<file path="config.mk">
export PLATFORM = sky130hd
export DESIGN_NAME = n_perm_comb_seq
export DESIGN_NICKNAME = d
export VERILOG_FILES = /design/src/rtl/n_perm_comb_seq.sv
export SDC_FILE = /design/constraint.sdc
export NUM_CORES = 2
export LEC_CHECK = 0
export CORE_UTILIZATION = 50
export CTS_CLUSTER_SIZE = 12
export DETAILED_ROUTE_END_ITERATION = 12
export GPL_TIMING_DRIVEN = 0
export PLACE_DENSITY = 0.69
export SLEW_MARGIN = 20
export SYNTH_ARGS = -nofsm -noshare
export SYNTH_HDL_FRONTEND = slang
export SYNTH_SLANG_ARGS = --single-unit
</file>
<file path="constraint.sdc">
create_clock -name clk -period 28.8 [get_ports clk]
set_input_delay 5.76 -clock clk [delete_from_list [all_inputs] [get_ports clk]]
set_output_delay 5.76 -clock clk [all_outputs]
set_load 0.02 [all_outputs]
</file>
<file path="src/rtl/n_perm_comb_seq.sv">
// Sequential nPr / nCr engine: one operand pair per start, iterative product with an
// exact restoring divide per step for nCr, and error/overflow reporting.
module n_perm_comb_seq #(
    parameter int W = 36
) (
    input  logic         clk,
    input  logic         rst_n,
    input  logic         start,
    input  logic         mode,
    input  logic [W-1:0] n,
    input  logic [W-1:0] r,
    output logic         busy,
    output logic         done,
    output logic [W-1:0] out,
    output logic         err,
    output logic         ovf
);

    localparam int CNT_W = $clog2(2 * W);
    localparam logic [CNT_W-1:0] DIV_LAST = CNT_W'(2 * W - 1);

    typedef enum logic [2:0] {
        IDLE,
        LOAD,
        MUL,
        DIV,
        DONE
    } state_t;

    state_t           r_state;
    state_t           w_nextState;

    logic             r_mode;
    logic [W-1:0]     r_n;
    logic [W-1:0]     r_r;
    logic [W-1:0]     r_k;
    logic [W-1:0]     r_i;
    logic [2*W-1:0]   r_acc;
    logic [W-1:0]     r_rem;
    logic [CNT_W-1:0] r_divCnt;
    logic [W-1:0]     r_out;
    logic             r_err;
    logic             r_ovf;

    logic             w_rGtN;
    logic [W-1:0]     w_nMinusR;
    logic [W-1:0]     w_kLoad;
    logic [W-1:0]     w_factor;
    logic [2*W-1:0]   w_product;
    logic             w_mulOvf;
    logic             w_lastStep;
    logic [W:0]       w_remShift;
    logic             w_qBit;
    logic [W-1:0]     w_remSub;
    logic [W-1:0]     w_remNext;
    logic [2*W-1:0]   w_quoNext;
    logic             w_divLast;
    logic             w_divOvf;

    // n - r is only meaningful once r <= n; when r > n the err path ignores w_kLoad.
    assign w_rGtN     = r_r > r_n;
    assign w_nMinusR  = r_n - r_r;
    assign w_kLoad    = (r_mode && (w_nMinusR < r_r)) ? w_nMinusR : r_r;

    assign w_factor   = r_mode ? (r_n - r_k + r_i) : (r_n - r_i + W'(1));
    assign w_product  = {{W{1'b0}}, r_acc[W-1:0]} * {{W{1'b0}}, w_factor};
    assign w_mulOvf   = (w_product[2*W-1:W] != '0);
    assign w_lastStep = (r_i == r_k);

    // Restoring divide shifts the dividend out of r_acc while quotient bits shift in;
    // the partial remainder always stays below the divisor, so W bits suffice.
    assign w_remShift = {r_rem, r_acc[2*W-1]};
    assign w_qBit     = (w_remShift >= {1'b0, r_i});
    assign w_remSub   = w_remShift[W-1:0] - r_i;
    assign w_remNext  = w_qBit ? w_remSub : w_remShift[W-1:0];
    assign w_quoNext  = {r_acc[2*W-2:0], w_qBit};
    assign w_divLast  = (r_divCnt == DIV_LAST);
    assign w_divOvf   = (w_quoNext[2*W-1:W] != '0);

    always_ff @(posedge clk or negedge rst_n) begin
        if (!rst_n) begin
            r_state <= IDLE;
        end else begin
            r_state <= w_nextState;
        end
    end

    always_comb begin
        w_nextState = r_state;
        busy        = 1'b1;
        done        = 1'b0;
        case (r_state)
            IDLE: begin
                busy = 1'b0;
                if (start) w_nextState = LOAD;
            end
            LOAD: begin
                if (w_rGtN || (w_kLoad == '0)) w_nextState = DONE;
                else                           w_nextState = MUL;
            end
            MUL: begin
                if (r_mode)                       w_nextState = DIV;
                else if (w_mulOvf || w_lastStep)  w_nextState = DONE;
            end
            DIV: begin
                if (w_divLast) begin
                    if (w_divOvf || w_lastStep) w_nextState = DONE;
                    else                        w_nextState = MUL;
                end
            end
            DONE: begin
                done        = 1'b1;
                w_nextState = IDLE;
            end
            default: w_nextState = IDLE;
        endcase
    end

    // The result and flags are written on the transition into DONE and then held.
    always_ff @(posedge clk or negedge rst_n) begin
        if (!rst_n) begin
            r_mode   <= 1'b0;
            r_n      <= '0;
            r_r      <= '0;
            r_k      <= '0;
            r_i      <= '0;
            r_acc    <= '0;
            r_rem    <= '0;
            r_divCnt <= '0;
            r_out    <= '0;
            r_err    <= 1'b0;
            r_ovf    <= 1'b0;
        end else begin
            case (r_state)
                IDLE: begin
                    if (start) begin
                        r_mode <= mode;
                        r_n    <= n;
                        r_r    <= r;
                    end
                end
                LOAD: begin
                    r_err <= w_rGtN;
                    r_ovf <= 1'b0;
                    r_k   <= w_kLoad;
                    r_acc <= {{(2*W-1){1'b0}}, 1'b1};
                    r_i   <= W'(1);
                    if (w_rGtN)                r_out <= '0;
                    else if (w_kLoad == '0)    r_out <= W'(1);
                end
                MUL: begin
                    r_acc    <= w_product;
                    r_rem    <= '0;
                    r_divCnt <= '0;
                    if (!r_mode) begin
                        if (w_mulOvf) begin
                            r_ovf <= 1'b1;
                            r_out <= '1;
                        end else if (w_lastStep) begin
                            r_out <= w_product[W-1:0];
                        end else begin
                            r_i <= r_i + W'(1);
                        end
                    end
                end
                DIV: begin
                    r_acc    <= w_quoNext;
                    r_rem    <= w_remNext;
                    r_divCnt <= r_divCnt + CNT_W'(1);
                    if (w_divLast) begin
                        if (w_divOvf) begin
                            r_ovf <= 1'b1;
                            r_out <= '1;
                        end else if (w_lastStep) begin
                            r_out <= w_quoNext[W-1:0];
                        end else begin
                            r_i <= r_i + W'(1);
                        end
                    end
                end
                default: ;
            endcase
        end
    end

    assign out = r_out;
    assign err = r_err;
    assign ovf = r_ovf;

endmodule

</file>
# Word-level counts from Yosys, hierarchy flattened
# Index checks and enable logic that the tools add are counted.
[word_totals]
reg_bits = 301
latch_bits = 0
ramBits = 0
rom_bits = 0
in_bits = 76
out_inout_bits = 40
elab_cells = 91
n_memories = 0
[classes]
addsub = 8
multipliers = 1
div_mod_pow = 0
magnitude_cmp = 3
eq_ne = 17
n_shift = 0
mux = 35
n_bitwise = 0
n_reduce_logical = 15
[ops]
columns = ["operator", "count"]
rows = [
  ["$mux 36", 16],
  ["$pmux 36 s3", 2],
  ["$pmux 72 s3", 1],
  ["$sub 36x36->36", 4],
  ["$add 36x1->36 const B", 2],
  ["$mul 36x36->72", 1],
  ["$pmux 36 s2", 1],
  ["$reduce_bool 36->1", 2],
  ["$ge 37x36->1", 1],
  ["$add 36x36->36", 1],
  ["$eq 36x36->1", 1],
  ["$gt 36x36->1", 1],
  ["$logic_not 36->1", 1],
  ["$lt 36x36->1", 1],
  ["$mux 3", 6],
  ["$ne 2x2->1 const B", 7],
  ["$pmux 7 s2", 1],
  ["$ne 3x3->1 const B", 4],
  ["$pmux 3 s4", 1],
  ["$reduce_and 5->1", 2],
  ["$add 7x1->7 const B", 1],
  ["$eq 7x7->1 const B", 1],
  ["$eq 3x2->1 const B", 2],
  ["$mux 1", 6],
  ["11 further kinds", 13],
]

# Depth between registers and ports, before layout
[depth]
depth_word = 9
mapped_depth = 54
mapped_depth_nobuf = 50

# Worst setup path after synthesis
# Ideal clock, no wire load.
[synth_timing]
path_type = "register to register"
start = "register r_i[0]"
end = "register r_i[8]"
setup_ps = 125
t_arrival_ps = 12062
required_time_ps = 28675
slack_ps = 16613
path_stages_with_launch = 51
n_path_buf = 3
synth_period_minus_slack_ps = 12187
path_cell_list = "dfrtp_1 > inv_1 > ha_1 > inv_1 > ha_1 > inv_1 > fa_1 > nor2b_1 > o21ai_0 > a21boi_1 > nor2_1 > o31ai_1 > o31ai_1 > o211ai_1 > a211oi_1 > o31ai_1 > a21oi_1 > o31ai_1 > [15 not listed] > inv_1 > ha_1 > clkbuf_1 > nand4_1 > or4_1 > nand2b_1 > o211a_1 > nor2_1 > a211oi_1 > xor2_1 > o211ai_1 > a2111oi_0 > nand4_1 > and4bb_1 > o21ai_2 > buf_2 > nor4_1 > mux2_2"
[synth_between]
elab_chain_cells = 7
word_cells_on_any_way = 16
cone_classes = "4 x add/sub; 1 x mul; 2 x eq/ne; 7 x mux; 2 x reduce/logical"
[synth_lines]
columns = ["element", "line", "source"]
rows = [
  ["start, declared", "37", "logic [W-1:0] r_i;"],
  ["start signal, assigned", "162", "r_i <= r_i + W'(1);"],
  ["start signal, assigned", "177", "r_i <= r_i + W'(1);"],
  ["$sub 36x36->36", "65", "assign w_factor = r_mode ? (r_n - r_k + r_i) : (r_n - r_i + W'(1));"],
  ["$add 36x1->36", "65", ""],
  ["$mux 36", "65", ""],
  ["$mul 36x36->72", "66", "assign w_product = {{W{1'b0}}, r_acc[W-1:0]} * {{W{1'b0}}, w_factor};"],
  ["$reduce_bool 36->1", "67", "assign w_mulOvf = (w_product[2*W-1:W] != '0);"],
  ["$ne 2x2->1 (no source line)", "-", ""],
  ["$reduce_and 5->1 (no source line)", "-", ""],
]
# Several ways; a longest one is shown, not always the timed one. The select of a mux whose other input is x is not followed.
# A chain may end at the register's enable or synchronous reset.

# Worst setup path in the final report
[layout_timing]
start = "register r_i[0]"
end = "register r_out[9], in the netlist out[9]"
[layout_between]
elab_chain_cells = 8
word_cells_on_any_way = 14
cone_classes = "3 x add/sub; 1 x mul; 3 x eq/ne; 5 x mux; 2 x reduce/logical"
[layout_lines]
columns = ["element", "line", "source"]
rows = [
  ["$sub 36x36->36", "65", ""],
  ["$add 36x1->36", "65", ""],
  ["$mux 36", "65", ""],
  ["$mul 36x36->72", "66", ""],
  ["$reduce_bool 36->1 or $mux 36 (tied branches)", "67, 159", ""],
  ["$mux 36", "156", "if (w_mulOvf) begin"],
  ["$mux 36", "155", "if (!r_mode) begin"],
  ["$pmux 36 s3", "134", "case (r_state)"],
  ["end signal, assigned", "160", "r_out <= w_product[W-1:0];"],
  ["end signal, assigned", "175", "r_out <= w_quoNext[W-1:0];"],
  ["end, declared", "41", "logic [W-1:0] r_out;"],
]
# Several ways; a longest one is shown, not always the timed one. The select of a mux whose other input is x is not followed.

==> flow_summary.json <==
{
  "status": "finished, final reports clean",
  "via_count": 56000,
  "grt_pass1_wl_microns": 361000,
  "insertion_delay_ns": 0.61,
  "fmax_mhz": 60.9,
  "synth_seq_cells": 301,
  "synth_xor_area_frac": 0.0287,
  "drt-pass1-iter-count": 8,
  "cts_root_buf": "clkbuf_16",
  "postCtsSetupBuffers": 0,
  "netlist-cell-type-count": 90,
  "synth_edf_count": 0,
  "yosys-top-cells-area": "fa_1, dfrtp_1, ha_1",
  "cp_top_family": "compound AO/OA/AOI/OAI gates",
  "overflow": 0,
  "cts-buffers-inserted": 37,
  "rsz0062_at_grt": "no",
  "ys_warn_count": 0,
  "grt_pass1_vias": 57400,
  "core_area_sq_um": 130000,
  "arrival_ns": 16.90,
  "synth_fa_ha_area_frac": 0.463,
  "gr-usage-all-layers": 0.373,
  "setup_tns_ns": 0,
  "critPathKind": "flop to flop",
  "drc": 0,
  "synth_top_family_by_area": "adder cells",
  "synth-simple-area-share": 0.160,
  "finalWirelength_microns": 241000,
  "hold_path_class": "flop to flop",
  "final_cell_area_sq_um": 70900,
  "ant_nets": 0,
  "synth_compound_area_frac": 0.106,
  "die_h_microns": 364,
  "hold_violations": 0,
  "die-area_sq_um": 132000,
  "synthToLayoutAreaGrowth_pct": 8.42,
  "yosys.area.top_type": "fa_1",
  "cp_common_cell": "fa_1",
  "cts_sinks": 301,
  "routedWlPerCell_microns": 25.0,
  "relSlewSlack": 0.111,
  "synth_top_cell_area_share": 0.366,
  "place.gp.congestion": 0.996,
  "clkTransAtPathRegs_ns": 0.06,
  "synthFlopType": "dfrtp_1",
  "drt_iter0_markers": 5554,
  "async_flop_share": 1.00,
  "clock_skew_ns": 0.0378,
  "cp_slowest_cell": "a221oi_1",
  "muxShareOfSynthArea": 0.0157,
  "rows": 132,
  "syn_nets": 9441,
  "yosysSeqAreaShare": 0.115,
  "hold_buffers": 0,
  "grt_max_degree": 89,
  "nets": 9626,
  "cts_tree": "done",
  "antenna_found_initial": 25,
  "setup_violations": 0,
  "worstMarginPinSlew_ns": 1.33,
  "drv_cap": 0,
  "final_max_slew_viol_count": 0,
  "numPortBuffers": 115,
  "whs_ns": 0.501,
  "dpl_cell_area_sq_um": 69600,
  "die_w_microns": 364,
  "pin_count": 116,
  "syn_area_sq_um": 65400,
  "path_buf_inv": 10,
  "critical_path_peak_fanout": 10,
  "layout-drive-gt1-share": 0.0250,
  "cp-end-kind": "flop",
  "required_ns": 29.27,
  "synthCells": 7664,
  "place_hpwl_microns": 202000,
  "cts_buffer_depth": 3,
  "max_stage_delay_ns": 0.81,
  "vias_per_cell": 5.82,
  "cts.repair.resized": 0,
  "layout_worst_path_cycle_share": 0.570,
  "h-tree-depth": 2,
  "avgSynthCellArea_sq_um": 8.53,
  "startpoint_type": "flop",
  "initial_core_util": 0.504,
  "post-route-min-period_ns": 16.43
}
-- sequential cells by signal, summed over array words and instances (netlist names) --
name and flops:
err 1, r_state 3, r_r 36, r_rem 36
r_mode 1, r_acc 72, r_n 36, r_divCnt 7
r_k 36, ovf 1, r_i 36, out 36
-- final cells by class --
cell class / count / area (sq um)
timing repair buffer: 146 / 1760
multi-input combinational: 5442 / 50800
buffer: 407 / 1590
inverter: 1514 / 5680
clock buffer: 50 / 1020
antenna: 11 / 27.5
tap: 1742 / 2180
fill: 12000 / 58800
sequential: 301 / 7530
clock inverter: 16 / 204
-- synth_stat cells (23+ instances only) --
library cell	instances
xor2_1	82
nor3_1	59
nand2b_1	34
ha_1	507
o21a_1	38
dfrtp_1	301
a22oi_1	39
nand4_1	61
and2_1	304
nand3_1	78
nor2b_1	48
nor4_1	39
o21ai_0	333
a21oi_1	257
clkbuf_1	383
xnor2_1	132
a21o_1	109
nor2_1	224
o22a_1	37
nand2_1	1387
inv_1	1512
mux2i_1	91
or3_1	33
o21bai_1	39
o31ai_1	23
fa_1	1194
o211ai_1	38
-- through the flow --
stage / instances / setup slack [ns] / utilization
floorplan: 7664 / 16.61 / -
global placement: 9521 / 7.97 / 0.530
detailed placement: 9552 / 12.94 / 0.537
CTS: 9618 / 12.87 / 0.546
global route: 9623 / 11.76 / 0.546
finish: 9629 / 12.37 / 0.547
-- final timing paths --
| kind | startpoint | end | slack, ns | cells past startpoint |
|---|---|---|---|---|
| worst max-delay path | r_i[0]$_DFFE_PN0P_ | out[9]$_DFFE_PN0P_ | 12.37 | 50 |
| worst min-delay path | out[14]$_DFFE_PN0P_ | out[14]$_DFFE_PN0P_ | 0.50 | 1 |
| worst max register to register | r_i[0]$_DFFE_PN0P_ | out[9]$_DFFE_PN0P_ | 12.37 | 50 |
| worst min register to register | out[14]$_DFFE_PN0P_ | out[14]$_DFFE_PN0P_ | 0.50 | 1 |
| max in group asynchronous | rst_n | out[11]$_DFFE_PN0P_ | 22.31 | 3 |
| min in group asynchronous | rst_n | r_n[32]$_DFFE_PN0P_ | 5.11 | 1 |
-- layer usage --
layer / track usage / routed length, microns
met1: 0.486 / 94400
met2: 0.564 / 105000
met3: 0.100 / 25700
met4: 0.202 / 15200
met5: 0 / 253
-- placed cells by master (no fill, tap or decap), types with 19 or more instances in the layout --
cell / count
a21o_1: 109
a21oi_1: 245
a22oi_1: 39
a31oi_1: 19
and2_1: 304
clkbuf_1: 362
clkbuf_16: 37
clkbuf_2: 29
clkdlybuf4s50_1: 114
dfrtp_1: 301
fa_1: 1194
ha_1: 507
inv_1: 1512
mux2i_1: 87
nand2_1: 1387
nand2b_1: 34
nand3_1: 78
nand4_1: 61
nor2_1: 223
nor2b_1: 48
nor3_1: 58
nor4_1: 39
o211ai_1: 38
o21a_1: 38
o21ai_0: 333
o21bai_1: 39
o22a_1: 37
o31ai_1: 22
or3_1: 33
or4_1: 19
xnor2_1: 131
xor2_1: 82
-- logic make-up after synthesis --
group | after synthesis
buffers and inverters | 1921
AO/OA/AOI/OAI | 1093
XOR/XNOR | 214
AND/OR/NAND/NOR | 2333
multiplexers | 101
flip-flops | 301
adder cells (fa/ha/maj) | 1701
Power is not shown: default switching activity piles up to over one toggle a cycle in this logic, so the estimate is an artifact.
